## src/rtl/sprite_line_scheduler.sv

```systemverilog
// sprite_line_scheduler
// Per-scanline sprite scheduler. During horizontal blank it walks the sprite attribute
// table, collects up to SLOTS sprites that intersect the next scanline into a shadow slot
// set, and at the end of the line swaps that set into the active set. During active video
// it resolves which active sprite owns each pixel, with one Clk of latency.
//
// Ports:
//   Clk, Reset        pixel clock, synchronous active-high reset
//   DrawX, DrawY      current raster position (X 640..799 and Y 480..524 are blank)
//   attr_*            attribute table write port (entry, left edge, top edge, enable)
//   pix_valid/id/u/v  owning sprite and texel coordinate for the previous Clk's pixel
//   line_overflow     more than SLOTS sprites intersected the displayed line
//   scan_busy         high while the attribute table is being scanned
module sprite_line_scheduler #(
  parameter int unsigned NUM_SPRITES = 8,
  parameter int unsigned SLOTS       = 4,
  parameter int unsigned SPRITE_W    = 16,
  parameter int unsigned SPRITE_H    = 16,
  localparam int unsigned IdW        = $clog2(NUM_SPRITES),
  localparam int unsigned UW         = $clog2(SPRITE_W),
  localparam int unsigned VW         = $clog2(SPRITE_H)
) (
  input  logic           Clk,
  input  logic           Reset,
  input  logic [9:0]     DrawX,
  input  logic [9:0]     DrawY,
  input  logic           attr_we,
  input  logic [IdW-1:0] attr_addr,
  input  logic [9:0]     attr_x,
  input  logic [9:0]     attr_y,
  input  logic           attr_en,
  output logic           pix_valid,
  output logic [IdW-1:0] pix_id,
  output logic [UW-1:0]  pix_u,
  output logic [VW-1:0]  pix_v,
  output logic           line_overflow,
  output logic           scan_busy
);

  localparam int unsigned CntW = $clog2(SLOTS + 1);

  typedef enum logic [1:0] {StIdle, StScan, StHold} state_e;

  // Attribute table
  logic       tbl_en_q [NUM_SPRITES];
  logic [9:0] tbl_x_q  [NUM_SPRITES];
  logic [9:0] tbl_y_q  [NUM_SPRITES];

  state_e              state_q, state_d;
  logic [IdW-1:0]      idx_q, idx_d;
  logic [9:0]          ty_q, ty_d;
  logic [CntW-1:0]     sh_cnt_q, sh_cnt_d;
  logic                sh_ovf_q, sh_ovf_d;
  logic [SLOTS-1:0]    sh_valid_q, sh_valid_d, act_valid_q, act_valid_d;
  logic [SLOTS-1:0][IdW-1:0] sh_id_q, sh_id_d, act_id_q, act_id_d;
  logic [SLOTS-1:0][9:0]     sh_x_q, sh_x_d, act_x_q, act_x_d;
  logic [SLOTS-1:0][VW-1:0]  sh_v_q, sh_v_d, act_v_q, act_v_d;
  logic                line_ovf_q, line_ovf_d;

  logic [9:0]          dy;
  logic [SLOTS-1:0][9:0] dx;
  logic                hit;
  logic [IdW-1:0]      hit_id;
  logic [UW-1:0]       hit_u;
  logic [VW-1:0]       hit_v;

  logic                pix_valid_q;
  logic [IdW-1:0]      pix_id_q;
  logic [UW-1:0]       pix_u_q;
  logic [VW-1:0]       pix_v_q;

  // Scan reads registered table state, so a same-cycle write is seen one cycle later.
  always_ff @(posedge Clk) begin
    if (Reset) begin
      for (int i = 0; i < int'(NUM_SPRITES); i++) begin
        tbl_en_q[i] <= 1'b0;
        tbl_x_q[i]  <= '0;
        tbl_y_q[i]  <= '0;
      end
    end else if (attr_we) begin
      tbl_en_q[attr_addr] <= attr_en;
      tbl_x_q[attr_addr]  <= attr_x;
      tbl_y_q[attr_addr]  <= attr_y;
    end
  end

  always_comb begin
    state_d     = state_q;
    idx_d       = idx_q;
    ty_d        = ty_q;
    sh_cnt_d    = sh_cnt_q;
    sh_ovf_d    = sh_ovf_q;
    sh_valid_d  = sh_valid_q;
    sh_id_d     = sh_id_q;
    sh_x_d      = sh_x_q;
    sh_v_d      = sh_v_q;
    act_valid_d = act_valid_q;
    act_id_d    = act_id_q;
    act_x_d     = act_x_q;
    act_v_d     = act_v_q;
    line_ovf_d  = line_ovf_q;
    // Modular row offset; y near 1023 deliberately wraps into the top rows.
    dy          = ty_q - tbl_y_q[idx_q];

    case (state_q)
      StIdle: begin
        if (DrawX == 10'd640) begin
          state_d    = StScan;
          idx_d      = '0;
          ty_d       = (DrawY == 10'd524) ? 10'd0 : DrawY + 10'd1;
          sh_cnt_d   = '0;
          sh_ovf_d   = 1'b0;
          sh_valid_d = '0;
        end
      end
      StScan: begin
        if (tbl_en_q[idx_q] && (dy < 10'(SPRITE_H))) begin
          if (sh_cnt_q < CntW'(SLOTS)) begin
            // Slots fill in order, so the count is the lowest free slot.
            for (int s = 0; s < int'(SLOTS); s++) begin
              if (sh_cnt_q == CntW'(s)) begin
                sh_valid_d[s] = 1'b1;
                sh_id_d[s]    = idx_q;
                sh_x_d[s]     = tbl_x_q[idx_q];
                sh_v_d[s]     = dy[VW-1:0];
              end
            end
            sh_cnt_d = sh_cnt_q + CntW'(1);
          end else begin
            sh_ovf_d = 1'b1;
          end
        end
        if (idx_q == IdW'(NUM_SPRITES - 1)) begin
          state_d = StHold;
        end else begin
          idx_d = idx_q + IdW'(1);
        end
      end
      StHold: begin
        if (DrawX == 10'd799) begin
          act_valid_d = sh_valid_q;
          act_id_d    = sh_id_q;
          act_x_d     = sh_x_q;
          act_v_d     = sh_v_q;
          line_ovf_d  = sh_ovf_q;
          state_d     = StIdle;
        end
      end
      default: state_d = StIdle;
    endcase
  end

  always_ff @(posedge Clk) begin
    if (Reset) begin
      state_q     <= StIdle;
      idx_q       <= '0;
      ty_q        <= '0;
      sh_cnt_q    <= '0;
      sh_ovf_q    <= 1'b0;
      sh_valid_q  <= '0;
      sh_id_q     <= '0;
      sh_x_q      <= '0;
      sh_v_q      <= '0;
      act_valid_q <= '0;
      act_id_q    <= '0;
      act_x_q     <= '0;
      act_v_q     <= '0;
      line_ovf_q  <= 1'b0;
    end else begin
      state_q     <= state_d;
      idx_q       <= idx_d;
      ty_q        <= ty_d;
      sh_cnt_q    <= sh_cnt_d;
      sh_ovf_q    <= sh_ovf_d;
      sh_valid_q  <= sh_valid_d;
      sh_id_q     <= sh_id_d;
      sh_x_q      <= sh_x_d;
      sh_v_q      <= sh_v_d;
      act_valid_q <= act_valid_d;
      act_id_q    <= act_id_d;
      act_x_q     <= act_x_d;
      act_v_q     <= act_v_d;
      line_ovf_q  <= line_ovf_d;
    end
  end

  // Pixel resolve: scan slots high to low so the lowest-index hit is the one left standing.
  always_comb begin
    dx     = '0;
    hit    = 1'b0;
    hit_id = '0;
    hit_u  = '0;
    hit_v  = '0;
    for (int s = int'(SLOTS) - 1; s >= 0; s--) begin
      dx[s] = DrawX - act_x_q[s];
      if (act_valid_q[s] && (dx[s] < 10'(SPRITE_W))) begin
        hit    = 1'b1;
        hit_id = act_id_q[s];
        hit_u  = dx[s][UW-1:0];
        hit_v  = act_v_q[s];
      end
    end
    if ((DrawX >= 10'd640) || (DrawY >= 10'd480)) begin
      hit    = 1'b0;
      hit_id = '0;
      hit_u  = '0;
      hit_v  = '0;
    end
  end

  always_ff @(posedge Clk) begin
    if (Reset) begin
      pix_valid_q <= 1'b0;
      pix_id_q    <= '0;
      pix_u_q     <= '0;
      pix_v_q     <= '0;
    end else begin
      pix_valid_q <= hit;
      pix_id_q    <= hit_id;
      pix_u_q     <= hit_u;
      pix_v_q     <= hit_v;
    end
  end

  assign pix_valid     = pix_valid_q;
  assign pix_id        = pix_id_q;
  assign pix_u         = pix_u_q;
  assign pix_v         = pix_v_q;
  assign line_overflow = line_ovf_q;
  assign scan_busy     = (state_q == StScan);

endmodule

```

## config.mk

```make
export PLATFORM = sky130hd
export DESIGN_NAME = sprite_line_scheduler
export DESIGN_NICKNAME = d
export VERILOG_FILES = /design/src/rtl/sprite_line_scheduler.sv
export SDC_FILE = /design/constraint.sdc
export NUM_CORES = 1
export LEC_CHECK = 0
export CAP_MARGIN = 10
export CORE_ASPECT_RATIO = 0.9
export CORE_MARGIN = 2
export CORE_UTILIZATION = 35
export DETAILED_ROUTE_END_ITERATION = 8
export GPL_TIMING_DRIVEN = 0
export PLACE_DENSITY = 0.48
export SLEW_MARGIN = 20
export SYNTH_ARGS = -nofsm -noshare
export SYNTH_HDL_FRONTEND = slang
export SYNTH_SLANG_ARGS = --single-unit
```

## constraint.sdc

```tcl
create_clock -name Clk -period 6.3 [get_ports Clk]
set_input_delay 0.63 -clock Clk [delete_from_list [all_inputs] [get_ports Clk]]
set_output_delay 0.63 -clock Clk [all_outputs]
set_load 0.02 [all_outputs]
```

# Word level (Yosys, flattened, before mapping)
# Memory sizes are Yosys's and may differ from the RTL's. A register that Yosys moved wholly into a read port is not among the register bits.
# Cells that the tools add are included.
[word_totals] register_bits=176 ram_bits=168 input_bits=47 elab_cells=164 mem_count=3
[mem_list] memory="tbl_x_q" words=8 width=10 rd=1 rd_clocked_by_memory_dff=1 write_ports=8 line_no="46" source="logic [9:0] tbl_x_q [NUM_SPRITES];"
[mem_list] memory="tbl_y_q" words=8 width=10 rd=1 rd_clocked_by_memory_dff=1 write_ports=8 line_no="47" source="logic [9:0] tbl_y_q [NUM_SPRITES];"
[mem_list] memory="tbl_en_q" words=8 width=1 rd=1 rd_clocked_by_memory_dff=1 write_ports=8 line_no="45" source="logic tbl_en_q [NUM_SPRITES];"
[classes] add_sub_neg=8 magnitude_cmp=8 eq_ne=20 n_mux=59 n_reduce_logical=27
[ops] operator="$mux W3" count=17
[ops] operator="$lt A10 B5 Y1 const B" count=5
[ops] operator="$sub A10 B10 Y10" count=5
[ops] operator="$mux W4" count=11
[ops] operator="$eq A10 B10 Y1 const B" count=3
[ops] operator="$mux W10" count=3
[ops] operator="$reduce_and A4 Y1" count=6
[ops] operator="$mux W1" count=20
[ops] operator="$reduce_and A5 Y1" count=4
[ops] operator="$reduce_or A10 Y1" count=2
[ops] operator="$ne A2 B1 Y1 const B" count=7
[ops] operator="$pmux W3 S2" count=2
[ops] operator="$add A10 B1 Y10 const B" count=1
[ops] operator="$ge A10 B10 Y1 const B" count=1
[ops] operator="$ge A10 B9 Y1 const B" count=1
[ops] operator="$ne A2 B2 Y1 const B" count=4
[ops] operator="$pmux W4 S2" count=1
[ops] operator="$add A3 B1 Y3 const B" count=2
[ops] operator="$eq A3 B2 Y1 const B" count=2
[ops] operator="$mux W2" count=3
[ops] operator="$pmux W2 S3" count=1
[ops] operator="$reduce_and A3 Y1" count=2
[ops] operator="$logic_and A1 B1 Y1" count=5
[ops] operator="$reduce_and A2 Y1" count=2
[ops] operator="other kinds (12)" count=12

# Depth between registers and ports, before layout
[depth] ltp_word=7 ltp_mapped=18 ltp_nobuf=13

# Worst setup path before layout
# OpenSTA, ideal clock, no wires.
[synth_timing] path_kind="register to register" from="reg (tool-made name)" to="reg sh_x_q[17] (netlist bit) (read register of tbl_x_q)" setup_ps=121 arrival_ps=4382 t_required_ps=6179 setup_slack_ps=1797 path_stages_with_launch=17 period_less_slack_ps=4503 path_cell_list="dfxtp_1 clkbuf_1 clkbuf_1 clkbuf_1 clkbuf_1 mux4_2 mux2i_1 ha_1 nor2b_1 o31a_1 o21ai_2 a21oi_2 a211oi_4 xor2_4 nand4_4 buf_12 mux2_4"
[synth_lines] item="end, declared" line_no="56" source="logic [SLOTS-1:0][9:0] sh_x_q, sh_x_d, act_x_q, act_x_d;"

==> summary.txt <==
Outcome
  – Outcome: finished, final reports clean

Pwr
  – Int Power: 3.83 mW
  – Clock network power share: 44.7%
  – Leak Pwr: 6.89 nW
  – Sequential Power Share: 49.2%
  – Net Sw Frac: 23.2%
  – Pwr dens: 256 nW/µm²
  – Peak ir drop on the vdd network: 0.000157 V
  – Logic pwr share: 6.1%
  – Switching power total: 1.15 mW

Floorplan
  – Ports: 61
  – Die Height: 212 µm
  – Row count: 76
  – Starting density of the core: 35.3%
  – Die ar.: 49900 µm²
  – Die X: 235 µm
  – Core area: 47700 µm²

Placement
  – Pre-CTS setup slack: 0.291 ns
  – HPWL after DPL: 30500 µm
  – RD Place Congestion: 0.803
  – IO buf count: 59

Synthesis
  – Post-Synthesis Cells: 1525
  – Post-Syn Area: 16800 µm²
  – Post-synthesis async set-or-reset flop share: 0%
  – Post-synth EDFFs: 168
  – Top cell type's share of synthesized area: 30.0%
  – Yosys cell types: 74
  – Synthesized flop and latch total: 347
  – Top-count cell post-synth: nand2_1
  – Prevailing post-synth register cell: dfxtp_1
  – Sequential-to-total area share from yosys stat: 51.2%
  – Post-synth top area cell: edfxtp_1
  – Post-synth net total: 1632
  – Top cells by area, synth: edfxtp_1, dfxtp_1, and2_1
  – Syn Area/Cell: 11.0 µm²
  – Post-synth top cells: nand2_1, dfxtp_1, and2_1, edfxtp_1, a21oi_1
  – Yosys warns: 0

Setup path
  – CP endpoint kind: flip-flop
  – R2R Setup Slk: 0.34 ns
  – Critical path cell sequence: clkbuf_1, clkbuf_1, clkbuf_1, clkbuf_1, mux4_2, mux2i_1, ha_1, nor2b_1, o31a_1, o21ai_2, a21oi_2, a211oi_4, xor2_4, nand4_4, buf_12, mux2_4
  – Crit-path max FO: 10
  – Kind of critical path: flip-flop to flip-flop
  – Worst Path Arrival: 6.39 ns
  – Cell mode on critical path: clkbuf_1
  – Worst stage delay on the critical path: 0.64 ns
  – Reg2reg path depth: 16
  – CP max stage cell: clkbuf_1
  – Worst R2R End: sh_x_q[27]$_SDFFE_PP0P_
  – WP data required: 6.74 ns
  – Worst setup SP type: flip-flop

Clocking
  – Clk_lat worst skew: 0.56 ns
  – Reg clk slew, reported paths: 0.06 ns
  – Post-CTS Resized: 0
  – Deepest clock path buffer count: 3
  – Max H-tree Level: 2
  – Root Driver: clkbuf_16
  – CTS tree: built
  – Post-CTS Setup Inserts: 0
  – Cts hold-fix bufs: 0
  – Sink Count: 347
  – Total CTS buffers: 39

Finish
  – Fraction of layout cells with a size suffix above 1: 10.4%
  – FILL cells: 4613
  – Area occupied by multi-input gates: 7570 µm²
  – Final Util: 40.7%
  – Area taken by flip-flops and latches: 8630 µm²
  – Total Nets Final: 1732
  – Area growth, synth to finish: 15.4%
  – Antenna Diode Count: 0

Routing
  – # DRC: 0
  – Drt total wl: 44600 µm
  – Via density per instance: 4.94
  – WL/cell: 19.6 µm
  – Routed vias: 11300
  – Post-route ant nets: 0
  – DRT iter0 DRCs: 546
  – Pre-antenna DRT Iters: 5

Global route
  – Grt ovf: 0
  – Total GRT Usage: 18.2%
  – Met2 Resource Use GR: 28.9%
  – Met1 usage: 25.9%
  – Most Used Layer, Global Route: met2
  – Vias in the first global route: 11300
  – Met3 Usage GRT: 2.38%
  – Largest net degree at the start of global routing: 22
  – Global-route wire length before repair: 68500 µm
  – Initial antenna violation count: 0

STA
  – Final hold vios: 0
  – PnR worst setup slack: 0.343 ns
  – Unrepaired setup endpoints after global routing: no
  – Setup TNS: 0 ns
  – Max Slew Vio Count: 0
  – Max_slew headroom: 37.2%
  – Worst hold slack: 0.449 ns
  – Final worst path period share: 94.6%
  – Fin crit period: 5.96 ns
  – Worst Clk Skew: 0.0225 ns
  – Final setup fails: 0
  – Slew @ Worst Pin: 0.941 ns
  – Peak Freq: 168 MHz

Worst hold path
  – Hold wc startpoint: act_v_q[14]$_SDFFE_PP0P_
  – Hold depth: 2
  – Type of the worst min-delay path: flip-flop to flip-flop
  – Hold Path End: act_v_q[14]$_SDFFE_PP0P_

Flow run
  – MaxCap Viol Count: 0
## worst max-delay path by stage
stage,from,to,slack (ns),cells past startpoint
final,flip-flop,sh_x_q[27]$_SDFFE_PP0P_,0.34,16
after CTS,flip-flop,sh_x_q[27]$_SDFFE_PP0P_,0.25,16
after global routing,flip-flop,sh_x_q[28]$_SDFFE_PP0P_,0.04,16
after global placement,flip-flop,sh_x_q[28]$_SDFFE_PP0P_,0.31,16
after detailed placement,flip-flop,sh_x_q[27]$_SDFFE_PP0P_,0.29,16
after floorplan,flip-flop,sh_x_q[17]$_SDFFE_PP0P_,1.80,16
## cell usage in the layout (no fill, tap or decap), types with 8 or more instances in the layout
master,netlist,routed
nand2_1,187,187
dfxtp_1,179,179
and2_1,168,168
edfxtp_1,168,168
a21oi_1,98,98
clkbuf_1,66,77
inv_1,70,70
clkdlybuf4s50_1,0,59
mux2i_1,58,58
ha_1,55,55
nor2b_1,50,50
nor2_1,46,46
nand2b_1,44,44
mux4_2,42,42
clkbuf_16,0,40
o21ai_0,36,36
mux2_2,34,34
nor3_1,19,19
o21a_1,14,14
nand3_1,13,13
o221ai_1,12,12
xnor2_1,11,11
or2_2,10,10
xor2_1,10,10
or3_1,9,9
mux2_4,9,9
and3_1,8,8
## flip-flops by register name, indices dropped and copies added (netlist names), 4 cells and up, named ones only
| register | flops |
|---|---|
| act_id_q | 12 |
| act_v_q | 16 |
| act_valid_q | 4 |
| act_x_q | 40 |
| pix_u | 4 |
| pix_v | 4 |
| sh_id_q | 12 |
| sh_v_q | 16 |
| sh_valid_q | 4 |
| sh_x_q | 40 |
| tbl_en_q | 8 |
| tbl_x_q | 80 |
| tbl_y_q | 80 |
| ty_q | 10 |
## kinds of logic after synthesis
kind of cell / Yosys count / share of synthesized area, %
AND/OR/NAND/NOR: 582 / 18.5
flip-flops: 347 / 51.2
AO/OA/AOI/OAI: 223 / 8.42
buffers and inverters: 148 / 3.81
multiplexers: 143 / 12.1
adder cells (fa/ha/maj): 60 / 4.68
XOR/XNOR: 22 / 1.26
## metal layers
layer | vias up | wire length [µm] | share of wire (%)
li1 | 5572 | - | -
met1 | 5425 | 22200 | 50
met2 | 206 | 19900 | 45
met3 | 56 | 1550 | 3.5
met4 | 0 | 1010 | 2.3
met5 | - | 0 | 0
## metrics by stage
stage	power (mW)	instance area (µm²)	std cells
detailed placement	2.81	18200	2208
floorplan	2.67	16800	1525
CTS	5.04	19400	2279
global route	5.16	19400	2279
finish	4.98	19400	2279
global placement	2.80	18200	2208
## layout make-up
cell class,instances,area share (%)
buffer,78,1.96
clock buffer,54,5.52
clock inverter,17,0.760
inverter,70,1.35
multi-input combinational,1030,39.0
sequential,347,44.4
tap,624,4.02
timing repair buffer,59,3.04
## critical path, delay by kind of cell (launching register included)
kind | cells | cell delay [ns]
muxes | 3 | 1.12
DFF | 1 | 0.31
adders and majority gates | 1 | 0.32
and+or+nand+nor | 2 | 0.44
buffers and inverters | 5 | 2.36
xor gates and xnor gates | 1 | 0.40
AOI/OAI and AO/OA | 4 | 0.85
## power by group through the flow
| stage | Sequential, mW | Clock (mW) | Combinational (mW) |
|---|---|---|---|
| floorplan | 2.49 | 0 | 0.180 |
| global placement | 2.50 | 0 | 0.305 |
| detailed placement | 2.50 | 0 | 0.308 |
| CTS | 2.45 | 2.28 | 0.310 |
| global route | 2.45 | 2.37 | 0.335 |
| finish | 2.45 | 2.23 | 0.305 |
Power figures use the tool's default switching activity.
